==> config.mk <==
export PLATFORM = sky130hd
export DESIGN_NAME = disp_share_arbiter_flat
export DESIGN_NICKNAME = d
export VERILOG_FILES = /design/src/rtl/disp_share_arbiter_pkg.sv /design/src/rtl/disp_share_arbiter_if.sv /design/src/rtl/disp_share_arbiter_ms_tick_gen.sv /design/src/rtl/disp_share_arbiter.sv /design/src/flat_wrapper.sv
export SDC_FILE = /design/constraint.sdc
export NUM_CORES = 1
export LEC_CHECK = 0
export CELL_PAD_IN_SITES_DETAIL_PLACEMENT = 0
export CELL_PAD_IN_SITES_GLOBAL_PLACEMENT = 1
export CORE_MARGIN = 3
export CORE_UTILIZATION = 35
export CTS_CLUSTER_SIZE = 10
export DETAILED_ROUTE_END_ITERATION = 12
export PLACE_DENSITY = 0.89
export SYNTH_ARGS = -nofsm -noshare
export SYNTH_HDL_FRONTEND = slang
export SYNTH_SLANG_ARGS = --single-unit
==> constraint.sdc <==
create_clock -name clk_i -period 2.2 [get_ports clk_i]
set_input_delay 0.66 -clock clk_i [delete_from_list [all_inputs] [get_ports clk_i]]
set_output_delay 0.66 -clock clk_i [all_outputs]
set_load 0.01 [all_outputs]
==> src/rtl/disp_share_arbiter_pkg.sv <==
`default_nettype none
// ============================================================================
// Module   : disp_arb_pkg
// Purpose  : Shared types and helpers for the display-sharing arbiter:
//            FSM state encoding, 1 ms divider constant and the round-robin
//            priority search used to pick the next owner.
// Ports    : none (package)
// Revision : 1.0 - initial release
// ============================================================================
package disp_arb_pkg;

  // Largest supported requester count; indices are 3 bits wide.
  localparam int MAX_REQ = 8;

  typedef enum logic [1:0] {
    IDLE = 2'd0,
    HELD = 2'd1,
    OPEN = 2'd2
  } state_t;

  // Number of clk cycles in one millisecond.
  function automatic int ms_cycles(input int clk_in_mhz);
    return clk_in_mhz * 1000;
  endfunction

  // First set bit of req at or above start, wrapping modulo n.
  // Result is only meaningful when req has at least one bit set below n.
  function automatic logic [2:0] rr_next(input logic [7:0] req,
                                         input logic [2:0] start,
                                         input int         n);
    logic [2:0] idx;
    logic [2:0] pos;
    logic       found;
    idx   = 3'd0;
    found = 1'b0;
    for (int i = 0; i < MAX_REQ; i++) begin
      pos = 3'((int'(start) + i) % n);
      if (!found && (i < n) && req[pos]) begin
        idx   = pos;
        found = 1'b1;
      end
    end
    return idx;
  endfunction

endpackage : disp_arb_pkg
`default_nettype wire

==> src/rtl/disp_share_arbiter_if.sv <==
`default_nettype none
// ============================================================================
// Module   : disp_share_arbiter_if
// Purpose  : Bundle between the status sources and the display arbiter.
// Signals  : req_i      - level request per source
//            led_pat_i  - per-source LED pattern, source k at [8k+7:8k]
//            seg_pat_i  - per-source segment pattern, same packing
//            gnt_o      - one-hot registered grant
//            owner_vld_o- a grant is active
//            led_o/seg_o- polarity-corrected pin values
// Modports : master (sources side), slave (arbiter side)
// Revision : 1.0 - initial release
// ============================================================================
interface disp_share_arbiter_if #(
  parameter int NUM_REQ = 4
);
  logic [NUM_REQ-1:0]   req_i;
  logic [NUM_REQ*8-1:0] led_pat_i;
  logic [NUM_REQ*8-1:0] seg_pat_i;
  logic [NUM_REQ-1:0]   gnt_o;
  logic                 owner_vld_o;
  logic [7:0]           led_o;
  logic [7:0]           seg_o;

  modport master (
    output req_i, led_pat_i, seg_pat_i,
    input  gnt_o, owner_vld_o, led_o, seg_o
  );

  modport slave (
    input  req_i, led_pat_i, seg_pat_i,
    output gnt_o, owner_vld_o, led_o, seg_o
  );
endinterface : disp_share_arbiter_if
`default_nettype wire

==> src/rtl/disp_share_arbiter_ms_tick_gen.sv <==
`default_nettype none
// ============================================================================
// Module   : ms_tick_gen
// Purpose  : Free-running 1 ms strobe, one clk cycle wide, every
//            CLK_IN_MHZ*1000 cycles. Only rst_i restarts the period.
// Ports    : clk_i  - system clock
//            rst_i  - synchronous active-high reset
//            tick_o - 1 ms strobe
// Revision : 1.0 - initial release
// ============================================================================
module ms_tick_gen
  import disp_arb_pkg::*;
#(
  parameter int CLK_IN_MHZ = 100
) (
  input  logic clk_i,
  input  logic rst_i,
  output logic tick_o
);

  localparam int            MS_CYC = ms_cycles(CLK_IN_MHZ);
  localparam int            CNT_W  = $clog2(MS_CYC);
  localparam logic [CNT_W-1:0] LAST = CNT_W'(MS_CYC - 1);

  logic [CNT_W-1:0] cnt;

  always_ff @(posedge clk_i) begin
    if (rst_i) begin
      cnt <= '0;
    end else if (cnt == LAST) begin
      cnt <= '0;
    end else begin
      cnt <= cnt + CNT_W'(1);
    end
  end

  // Strobe on the last count of each period; sampled by the next edge.
  assign tick_o = (cnt == LAST);

endmodule : ms_tick_gen
`default_nettype wire

==> src/rtl/disp_share_arbiter.sv <==
`default_nettype none
// ============================================================================
// Module   : disp_share_arbiter
// Purpose  : Round-robin owner selection for the shared LED bank and
//            seven-segment display, with a minimum ownership hold counted in
//            1 ms ticks, an idle pattern when nobody requests, and output
//            polarity correction.
// Ports    : clk_i - system clock
//            rst_i - synchronous active-high reset
//            bus   - disp_share_arbiter_if.slave (requests, patterns, grant,
//                    owner valid, LED and segment pins)
// Revision : 1.0 - initial release
// ============================================================================
module disp_share_arbiter
  import disp_arb_pkg::*;
#(
  parameter int         NUM_REQ      = 4,
  parameter int         CLK_IN_MHZ   = 100,
  parameter int         HOLD_MS      = 250,
  parameter logic       LED_POLARITY = 1'b1,
  parameter logic [7:0] IDLE_LED     = 8'h00,
  parameter logic [7:0] IDLE_SEG     = 8'h40
) (
  input  logic               clk_i,
  input  logic               rst_i,
  disp_share_arbiter_if.slave bus
);

  localparam int              HOLD_W   = (HOLD_MS < 2) ? 1 : $clog2(HOLD_MS + 1);
  localparam logic [HOLD_W-1:0] HOLD_LD = HOLD_W'(HOLD_MS);
  // Final XOR mask: all ones inverts the pins for active-low boards.
  localparam logic [7:0]      POL_MASK = {8{~LED_POLARITY}};

  state_t             state, state_n;
  logic [2:0]         owner, owner_n;
  logic               vld, vld_n;
  logic [NUM_REQ-1:0] gnt, gnt_n;
  logic [2:0]         rr_ptr, rr_ptr_n;
  logic [HOLD_W-1:0]  hold_cnt, hold_n;
  logic               tick;

  logic [7:0] req_ext;
  logic [7:0] owner_bit;
  logic [7:0] others;
  logic [2:0] cand;
  logic       owner_req;
  logic       do_grant;
  logic       do_idle;

  logic [7:0] led_arr [0:MAX_REQ-1];
  logic [7:0] seg_arr [0:MAX_REQ-1];
  logic [7:0] led_r;
  logic [7:0] seg_r;

  ms_tick_gen #(
    .CLK_IN_MHZ (CLK_IN_MHZ)
  ) u_tick (
    .clk_i  (clk_i),
    .rst_i  (rst_i),
    .tick_o (tick)
  );

  // Candidate search excludes the current owner, so in IDLE it covers all
  // requests and in HELD/OPEN it yields the next requester after the owner
  // (rr_ptr is always owner+1 while a grant is active).
  assign req_ext   = 8'(bus.req_i);
  assign owner_bit = vld ? (8'b1 << owner) : 8'h00;
  assign others    = req_ext & ~owner_bit;
  assign cand      = rr_next(others, rr_ptr, NUM_REQ);
  assign owner_req = vld & req_ext[owner];

  always_ff @(posedge clk_i) begin
    if (rst_i) begin
      state    <= IDLE;
      owner    <= 3'd0;
      vld      <= 1'b0;
      gnt      <= '0;
      rr_ptr   <= 3'd0;
      hold_cnt <= '0;
    end else begin
      state    <= state_n;
      owner    <= owner_n;
      vld      <= vld_n;
      gnt      <= gnt_n;
      rr_ptr   <= rr_ptr_n;
      hold_cnt <= hold_n;
    end
  end

  always_comb begin
    state_n  = state;
    owner_n  = owner;
    vld_n    = vld;
    gnt_n    = gnt;
    rr_ptr_n = rr_ptr;
    hold_n   = hold_cnt;
    do_grant = 1'b0;
    do_idle  = 1'b0;

    case (state)
      IDLE: begin
        if (|others) do_grant = 1'b1;
      end
      HELD: begin
        // Release always wins over the hold; only preemption is blocked.
        if (!owner_req) begin
          if (|others) do_grant = 1'b1;
          else         do_idle  = 1'b1;
        end else if (tick) begin
          if (hold_cnt <= HOLD_W'(1)) begin
            hold_n  = '0;
            state_n = OPEN;
          end else begin
            hold_n = hold_cnt - HOLD_W'(1);
          end
        end
      end
      OPEN: begin
        if (!owner_req) begin
          if (|others) do_grant = 1'b1;
          else         do_idle  = 1'b1;
        end else if (|others) begin
          do_grant = 1'b1;
        end
      end
      default: begin
        do_idle = 1'b1;
      end
    endcase

    // A grant replaces the old one-hot outright, so there is never an
    // all-zero or two-hot cycle at a handover.
    if (do_grant) begin
      owner_n  = cand;
      vld_n    = 1'b1;
      rr_ptr_n = (int'(cand) == NUM_REQ - 1) ? 3'd0 : cand + 3'd1;
      hold_n   = HOLD_LD;
      state_n  = (HOLD_MS == 0) ? OPEN : HELD;
      for (int k = 0; k < NUM_REQ; k++) begin
        gnt_n[k] = (cand == 3'(k));
      end
    end

    if (do_idle) begin
      state_n = IDLE;
      vld_n   = 1'b0;
      gnt_n   = '0;
      hold_n  = '0;
    end
  end

  // Unpack the source patterns into fixed 8-entry tables so the owner index
  // selects directly; unused slots read as zero.
  for (genvar k = 0; k < MAX_REQ; k++) begin : g_unpack
    if (k < NUM_REQ) begin : g_used
      assign led_arr[k] = bus.led_pat_i[8*k +: 8];
      assign seg_arr[k] = bus.seg_pat_i[8*k +: 8];
    end else begin : g_unused
      assign led_arr[k] = 8'h00;
      assign seg_arr[k] = 8'h00;
    end
  end

  // Display follows the registered owner, so new data lands one cycle
  // after gnt_o changes.
  always_ff @(posedge clk_i) begin
    if (rst_i) begin
      led_r <= IDLE_LED ^ POL_MASK;
      seg_r <= IDLE_SEG ^ POL_MASK;
    end else begin
      led_r <= (vld ? led_arr[owner] : IDLE_LED) ^ POL_MASK;
      seg_r <= (vld ? seg_arr[owner] : IDLE_SEG) ^ POL_MASK;
    end
  end

  assign bus.gnt_o       = gnt;
  assign bus.owner_vld_o = vld;
  assign bus.led_o       = led_r;
  assign bus.seg_o       = seg_r;

endmodule : disp_share_arbiter
`default_nettype wire

==> src/flat_wrapper.sv <==
// flat-port wrapper written by rule: the top's interface ports become plain ports
module disp_share_arbiter_flat import disp_arb_pkg::*;
#(
  parameter int         NUM_REQ      = 4,
  parameter int         CLK_IN_MHZ   = 100,
  parameter int         HOLD_MS      = 250,
  parameter logic       LED_POLARITY = 1'b1,
  parameter logic [7:0] IDLE_LED     = 8'h00,
  parameter logic [7:0] IDLE_SEG     = 8'h40
)
  (clk_i, rst_i, bus_req_i, bus_led_pat_i, bus_seg_pat_i, bus_gnt_o, bus_owner_vld_o, bus_led_o, bus_seg_o);
  disp_share_arbiter_if #(.NUM_REQ(NUM_REQ)) bus_i ();
  input  logic clk_i;
  input  logic rst_i;
  input wire logic [$bits(bus_i.req_i)-1:0] bus_req_i;
  input wire logic [$bits(bus_i.led_pat_i)-1:0] bus_led_pat_i;
  input wire logic [$bits(bus_i.seg_pat_i)-1:0] bus_seg_pat_i;
  output wire logic [$bits(bus_i.gnt_o)-1:0] bus_gnt_o;
  output wire logic [$bits(bus_i.owner_vld_o)-1:0] bus_owner_vld_o;
  output wire logic [$bits(bus_i.led_o)-1:0] bus_led_o;
  output wire logic [$bits(bus_i.seg_o)-1:0] bus_seg_o;
  assign bus_i.req_i = bus_req_i;
  assign bus_i.led_pat_i = bus_led_pat_i;
  assign bus_i.seg_pat_i = bus_seg_pat_i;
  assign bus_gnt_o = bus_i.gnt_o;
  assign bus_owner_vld_o = bus_i.owner_vld_o;
  assign bus_led_o = bus_i.led_o;
  assign bus_seg_o = bus_i.seg_o;
  disp_share_arbiter #(.NUM_REQ(NUM_REQ), .CLK_IN_MHZ(CLK_IN_MHZ), .HOLD_MS(HOLD_MS), .LED_POLARITY(LED_POLARITY), .IDLE_LED(IDLE_LED), .IDLE_SEG(IDLE_SEG)) u_core (.clk_i(clk_i), .rst_i(rst_i), .bus(bus_i));
endmodule
* Word level (Yosys, flattened, before mapping)
Cells that the tools add are included.
** Word-level totals
- Bits in registers :: 53
- Input port bits :: 70
- Output and inout bits :: 21
- Word-level logic and storage cells :: 107
** Cells by class
- Add/subtract/negate cells :: 6
- Magnitude comparators :: 7
- Equality and inequality tests :: 7
- Shifts and indexed selects :: 1
- Multiplexer cells :: 41
- Bitwise gates (word level) :: 8
- Reductions and logical operators :: 26
** Operator list (number)
- 2-to-1 mux 8 bit :: 10
- binary-select mux 8 bit (select 3 bit) :: 2
- adder 17 x 1 -> 17 bit (second input constant) :: 1
- == test 17 bit (second input constant) :: 1
- 2-to-1 mux 1 bit :: 17
- less-than comparator 3 x 4 -> 1 bit (second input constant) :: 4
- OR reduction 2 bit :: 8
- binary-select mux 1 bit (select 3 bit) :: 4
- 2-to-1 mux 3 bit :: 3
- bitwise AND 4 x 8 -> 8 bit :: 1
- <= comparator 8 x 1 -> 1 bit (second input constant) :: 1
- inverter 8 bit :: 1
- AND reduction 4 bit :: 2
- nonzero test 2 bit :: 4
- OR reduction 8 bit :: 1
- left shift 1 x 3 -> 8 bit (first input constant) :: 1
- subtractor 8 x 1 -> 8 bit (second input constant) :: 1
- == test 3 x 2 -> 1 bit (second input constant) :: 2
- AND reduction 3 bit :: 2
- adder 2 x 1 -> 2 bit (second input constant) :: 2
- adder 2 bit (second input constant) :: 2
- >= comparator 4 bit (second input constant) :: 1
- less-than comparator 2 x 4 -> 1 bit (second input constant) :: 1
- 2-to-1 mux 2 bit :: 2
- 15 further kinds :: 22

* Logic depth before layout (Yosys ltp)
- Depth in word-level cells :: 18
- Mapped depth :: 10
- Depth with buffers taken out :: 9

* Cells and area by module
A second synthesis with hierarchy kept.
** Unflattened totals
- Cells, all modules :: 303
- Area, all modules :: 2880.3 um^2
** By module, submodules not included
- disp_share_arbiter :: instances 1, cells an instance 215, area each 2083.2 um^2, sequential area each 700.7 um^2
- ms_tick_gen :: instances 1, cells an instance 88, area each 797.0 um^2, sequential area each 340.3 um^2

* Least setup slack after synthesis
OpenSTA, ideal clock, no wires.
- Path kind :: input-to-reg
- Start :: input port bus_req_i[2]
- End :: register u_core.hold_cnt[3]
- Library setup time :: 119 ps
- Arrival :: 1958 ps
- Data required time :: 2081 ps
- Path slack :: 123 ps
- Stages :: 6
- Buffers on the path :: 0
- Cell sequence :: mux2_1 > o21ai_1 > a41oi_1 > a221oi_4 > a21oi_1 > o221a_1
** Between the ends
- Cells in the longest elaborated chain, start to end :: 7
- Elaborated cells on any way between the ends :: 17
- Classes of those cells :: 9 x mux; 2 x bitwise; 6 x reduce/logical
** Ends and longest elaborated chain
- start, declared :: RTL line flat_wrapper.sv:15 : input wire logic [$bits(bus_i.req_i)-1:0] bus_req_i;
- binary-select mux 1 bit (select 3 bit) or bitwise AND 4 x 8 -> 8 bit (tied branches) :: RTL line disp_share_arbiter.sv:70, disp_share_arbiter.sv:68
- 2-to-1 mux 1 bit (implied by the code) or OR reduction 8 bit (tied branches)
- bitwise AND 1 bit or 2-to-1 mux 1 bit (tied branches)
- 2-to-1 mux 1 bit :: RTL line disp_share_arbiter.sv:106 : if (!owner_req) begin
- case mux 1 bit (2 select lines) :: RTL line disp_share_arbiter.sv:100 : case (state)
- nonzero test 2 bit (no source line)
- AND reduction 3 bit (no source line)
- end signal, assigned :: RTL line disp_share_arbiter.sv:86 : hold_cnt <= hold_n;
- end, declared :: RTL line disp_share_arbiter.sv:39 : logic [HOLD_W-1:0] hold_cnt, hold_n;
Parallel ways exist; a longest one is shown, timed or not. The select of a mux whose other input is x is not followed.
A chain may end at the register's enable or synchronous reset.

* Final worst setup path
- Start :: register u_core.rr_ptr[0]
- End :: register u_core.rr_ptr[1]
** Between the ends
- Cells in the longest elaborated chain, start to end :: 15
- Elaborated cells on any way between the ends :: 33
- Classes of those cells :: 4 x add/sub; 1 x eq/ne; 16 x mux; 3 x bitwise; 9 x reduce/logical
** Ends and longest elaborated chain
- start, declared :: RTL line disp_share_arbiter.sv:38 : logic [2:0] rr_ptr, rr_ptr_n;
- start signal, assigned :: RTL line disp_share_arbiter.sv:85 : rr_ptr <= rr_ptr_n;
- adder 2 x 1 -> 2 bit :: RTL line disp_share_arbiter_pkg.sv:37 : pos = 3'((int'(start) + i) % n);
- OR reduction 2 bit (no source line)
- bitwise AND 1 bit (no source line)
- binary-select mux 1 bit (select 3 bit) :: RTL line disp_share_arbiter_pkg.sv:38 : if (!found && (i < n) && req[pos]) begin
- 2-to-1 mux 1 bit (implied by the code) :: RTL line disp_share_arbiter_pkg.sv:38
- logical AND 1 bit :: RTL line disp_share_arbiter_pkg.sv:38
- 2-to-1 mux 1 bit :: RTL line disp_share_arbiter_pkg.sv:38
- zero test 1 bit :: RTL line disp_share_arbiter_pkg.sv:38
- logical AND 1 bit :: RTL line disp_share_arbiter_pkg.sv:38
- 2-to-1 mux 1 bit :: RTL line disp_share_arbiter_pkg.sv:38
- zero test 1 bit :: RTL line disp_share_arbiter_pkg.sv:38
- logical AND 1 bit :: RTL line disp_share_arbiter_pkg.sv:38
- 2-to-1 mux 3 bit * :: RTL line disp_share_arbiter_pkg.sv:38
- via u_core.cand[0] :: RTL line disp_share_arbiter.sv:45 : logic [2:0] cand;
- adder 2 x 1 -> 2 bit or == test 3 bit (tied branches) :: RTL line disp_share_arbiter.sv:136 : rr_ptr_n = (int'(cand) == NUM_REQ - 1) ? 3'd0 : cand + 3'd1;
- 2-to-1 mux 2 bit * :: RTL line disp_share_arbiter.sv:136
Mark *: on every way through the listed nets, which the timed path passes. The rest lies on a longest branch. The select of a mux whose other input is x is not followed.

==> results.py <==
metrics = {
    "global_route": {
        "overflow": 0,
        "grt_pass1_wl_um": 13300,
        "grt_usage_pct": 16.6,
        "antenna_found_initial": 0,
        "grt_pass1_vias": 2732,
        "grt_start_max_net_pins": 20,
    },
    "layout": {
        "layout-drive-gt1-share_pct": 18.9,
        "area_delta_synth_final_pct": 45.9,
        "final_area_sq_mm": 0.00435,
        "antenna_cells": 0,
        "nNetsFinal": 498,
    },
    "worst_setup_path": {
        "critPathRequiredTime_ps": 2380,
        "crit-reg2reg-launch": "u_core.rr_ptr[0]",
        "cp.arrival_ps": 2270,
        "end_kind": "flop",
        "path_class": "reg2reg",
        "cp_max_fo": 12,
        "cp-start-kind": "flop",
        "crit_start": "u_core.rr_ptr[0]",
    },
    "clock_network": {
        "cts-htree-levels": 2,
        "clock-sinks": 52,
        "holdBufCountCts": 0,
        "clk_latency_ps": 300,
        "root_buffer": "clkbuf_8",
        "clk_path_buf_depth": 2,
        "numCtsBuffers": 5,
        "cts_tree": "done",
        "clkTransAtPathRegs_ps": 100,
    },
    "placed_design": {
        "placed_area_sq_mm": 0.00411,
        "dp_slack_ps": -551,
        "gp_congestion": 0.841,
        "hpwl_um": 6030,
        "numPortBuffers": 90,
    },
    "sta": {
        "final_max_slew_viol_count": 0,
        "fin_skew_ps": 10.2,
        "setup_viol": 0,
        "relSlewSlack_pct": 70.9,
        "max_clock_freq_mhz": 479,
        "period_needed_ps": 2090,
        "finalHoldViolCount": 0,
        "worst_pin_slew_ps": 435,
        "fin_crit_sh_pct": 94.9,
        "setup_ws_ps": 111,
    },
    "route": {
        "drtIter0Drc": 91,
        "antenna_left": 0,
        "wl_um": 7860,
        "wl_per_cell_um": 15.0,
        "firstDrtPassIters": 5,
        "drcViolationCount": 0,
        "vias": 2695,
        "viasPerCell": 5.15,
    },
    "logic_synthesis": {
        "synth_cells": 307,
        "synthTopCellsByCount": "dfxtp_1 (52), nor2_1 (31), nand2_1 (29)",
        "netlist_area_sq_mm": 0.00298,
        "synth_top_family_by_area": "simple AND/OR/NAND/NOR gates",
        "ys_seq_elements": 52,
        "synth-simple-area-share_pct": 21.0,
        "yosysWarnings": 0,
        "synth_most_common_cell": "dfxtp_1",
        "synth_fa_ha_area_share_pct": 4.62,
        "ys.flop_type": "dfxtp_1",
        "synth.distinct_cells": 57,
        "synth_compound_area_share_pct": 15.7,
        "netlist.area_leader.share_pct": 35.0,
        "synth_area_leader_cell": "dfxtp_1",
        "synth.top_cells.by_area": "dfxtp_1 (35%), mux4_2 (12%), ha_1 (4.6%)",
        "synth_fp_nets": 388,
        "synth.yosys.seq_area_share_pct": 35.0,
        "synth_enable_flop_cells": 0,
        "synthMuxAreaShare_pct": 14.0,
        "syn-mean-instance-area_sq_um": 9.70,
        "synthXorXnorAreaFrac_pct": 5.34,
        "async_flop_share_pct": 0,
    },
    "hold_path": {
        "min-delay-start": "u_core.bus.gnt_o[3]",
        "min_path_type": "reg2reg",
    },
    "die": {
        "fp.coreArea_sq_mm": 0.00826,
        "ioPinCount": 91,
        "fp-row-count": 33,
        "die_y_um": 98.2,
        "die_w_um": 98.2,
        "start_util_pct": 36.1,
        "die-area_sq_mm": 0.00965,
    },
    "power_and_ir_drop": {
        "leakagePower_nw": 1.62,
        "p_per_area_mw_per_mm2": 1060,
        "peakVddDrop_mv": 0.579,
    },
    "flow_run": {
        "max-cap-violations": 0,
    },
    "status": {
        "outcome": "completed",
    },
}
==> cells by family after synthesis <==
| group | after synthesis |
|---|---|
| AND/OR/NAND/NOR | 122 |
| AO/OA/AOI/OAI | 58 |
| flip-flops | 52 |
| buffers and inverters | 27 |
| multiplexers | 21 |
| XOR/XNOR | 16 |
| adder cells (fa/ha/maj) | 11 |
==> registers in the layout, summed over array words and instances (netlist names) <==
| name | cells |
|---|---|
| u_core.state | 2 |
| u_core.u_tick.cnt | 17 |
| u_core.bus.seg_o | 8 |
| u_core.bus.owner_vld_o | 1 |
| u_core.hold_cnt | 8 |
| u_core.owner | 2 |
| u_core.bus.led_o | 8 |
| u_core.rr_ptr | 2 |
| u_core.bus.gnt_o | 4 |
==> worst paths after layout <==
check,endpoint,slack (ps),cells past startpoint
max reg2reg,u_core.rr_ptr[1],110,9
min,u_core.bus.gnt_o[3],460,2
max,u_core.rr_ptr[1],110,9
min reg2reg,u_core.bus.gnt_o[3],460,2
==> cells in the final DEF (no fill, tap or decap), drive strengths merged, types with 9 or more instances in the layout <==
| master | netlist | routed |
|---|---|---|
| clkdlybuf4s50 | 0 | 86 |
| dfxtp | 52 | 52 |
| nor2 | 31 | 31 |
| nand2 | 31 | 31 |
| buf | 8 | 26 |
| a21oi | 21 | 21 |
| mux4 | 16 | 16 |
| nor2b | 15 | 15 |
| inv | 14 | 14 |
| nand3 | 11 | 11 |
| ha | 11 | 11 |
| xor2 | 9 | 9 |
==> power breakdown <==
part	internal, W	switching [W]	leakage (nW)
Combinational	0.00136	0.00124	1.14
Clock	0.000372	0.000317	0.0614
Sequential	0.00115	0.000151	0.426
==> per-stage QoR <==
step           hold slack [ps]  cells  utilization (%)  power [W]  TNS, ps
3_5_place_dp               453    509             49.7    0.00374    -7530
2_1_floorplan              418    307                -    0.00292        0
4_1_cts                    468    518             52.0    0.00455        0
5_1_grt                    478    523             52.6    0.00493   -0.447
3_3_place_gp               429    509             49.7    0.00368    -6230
6_report                   462    523             52.6    0.00459        0
==> final cells by class <==
type	instances	area, sq um
timing repair buffer	116	1130
tap	105	131
fill	743	3910
clock buffer	6	82.6
multi-input combinational	228	1870
inverter	14	52.6
sequential	52	1040
clock inverter	2	38.8
==> timing repair <==
action / CTS / global route
gates resized for setup: 13 / 5
cloned: 0 / 0
pin swaps: 5 / 2
setup buffers: 1 / 5
endpoints found under the hold margin: 0 / 0
endpoints found under the setup margin: 13 / 9
==> worst max-delay path, stage by stage (launching register included) <==
cell      delay (ps)
dfxtp_1          370
buf_12           160
xor2_4           240
o221ai_4         180
buf_4            170
o311a_1          290
and2_4           160
ha_1             280
nand2_1           60
a21oi_1           50
==> per-layer routing <==
metal,up-vias,part of all wire [%],global-route usage [%]
met5,-,0,0
met3,7,8.0,4.36
met2,102,48,28.7
met1,1258,43,21.2
met4,0,0.64,2.52
li1,1328,-,-
Note: power is estimated with default switching activity, not from simulation.
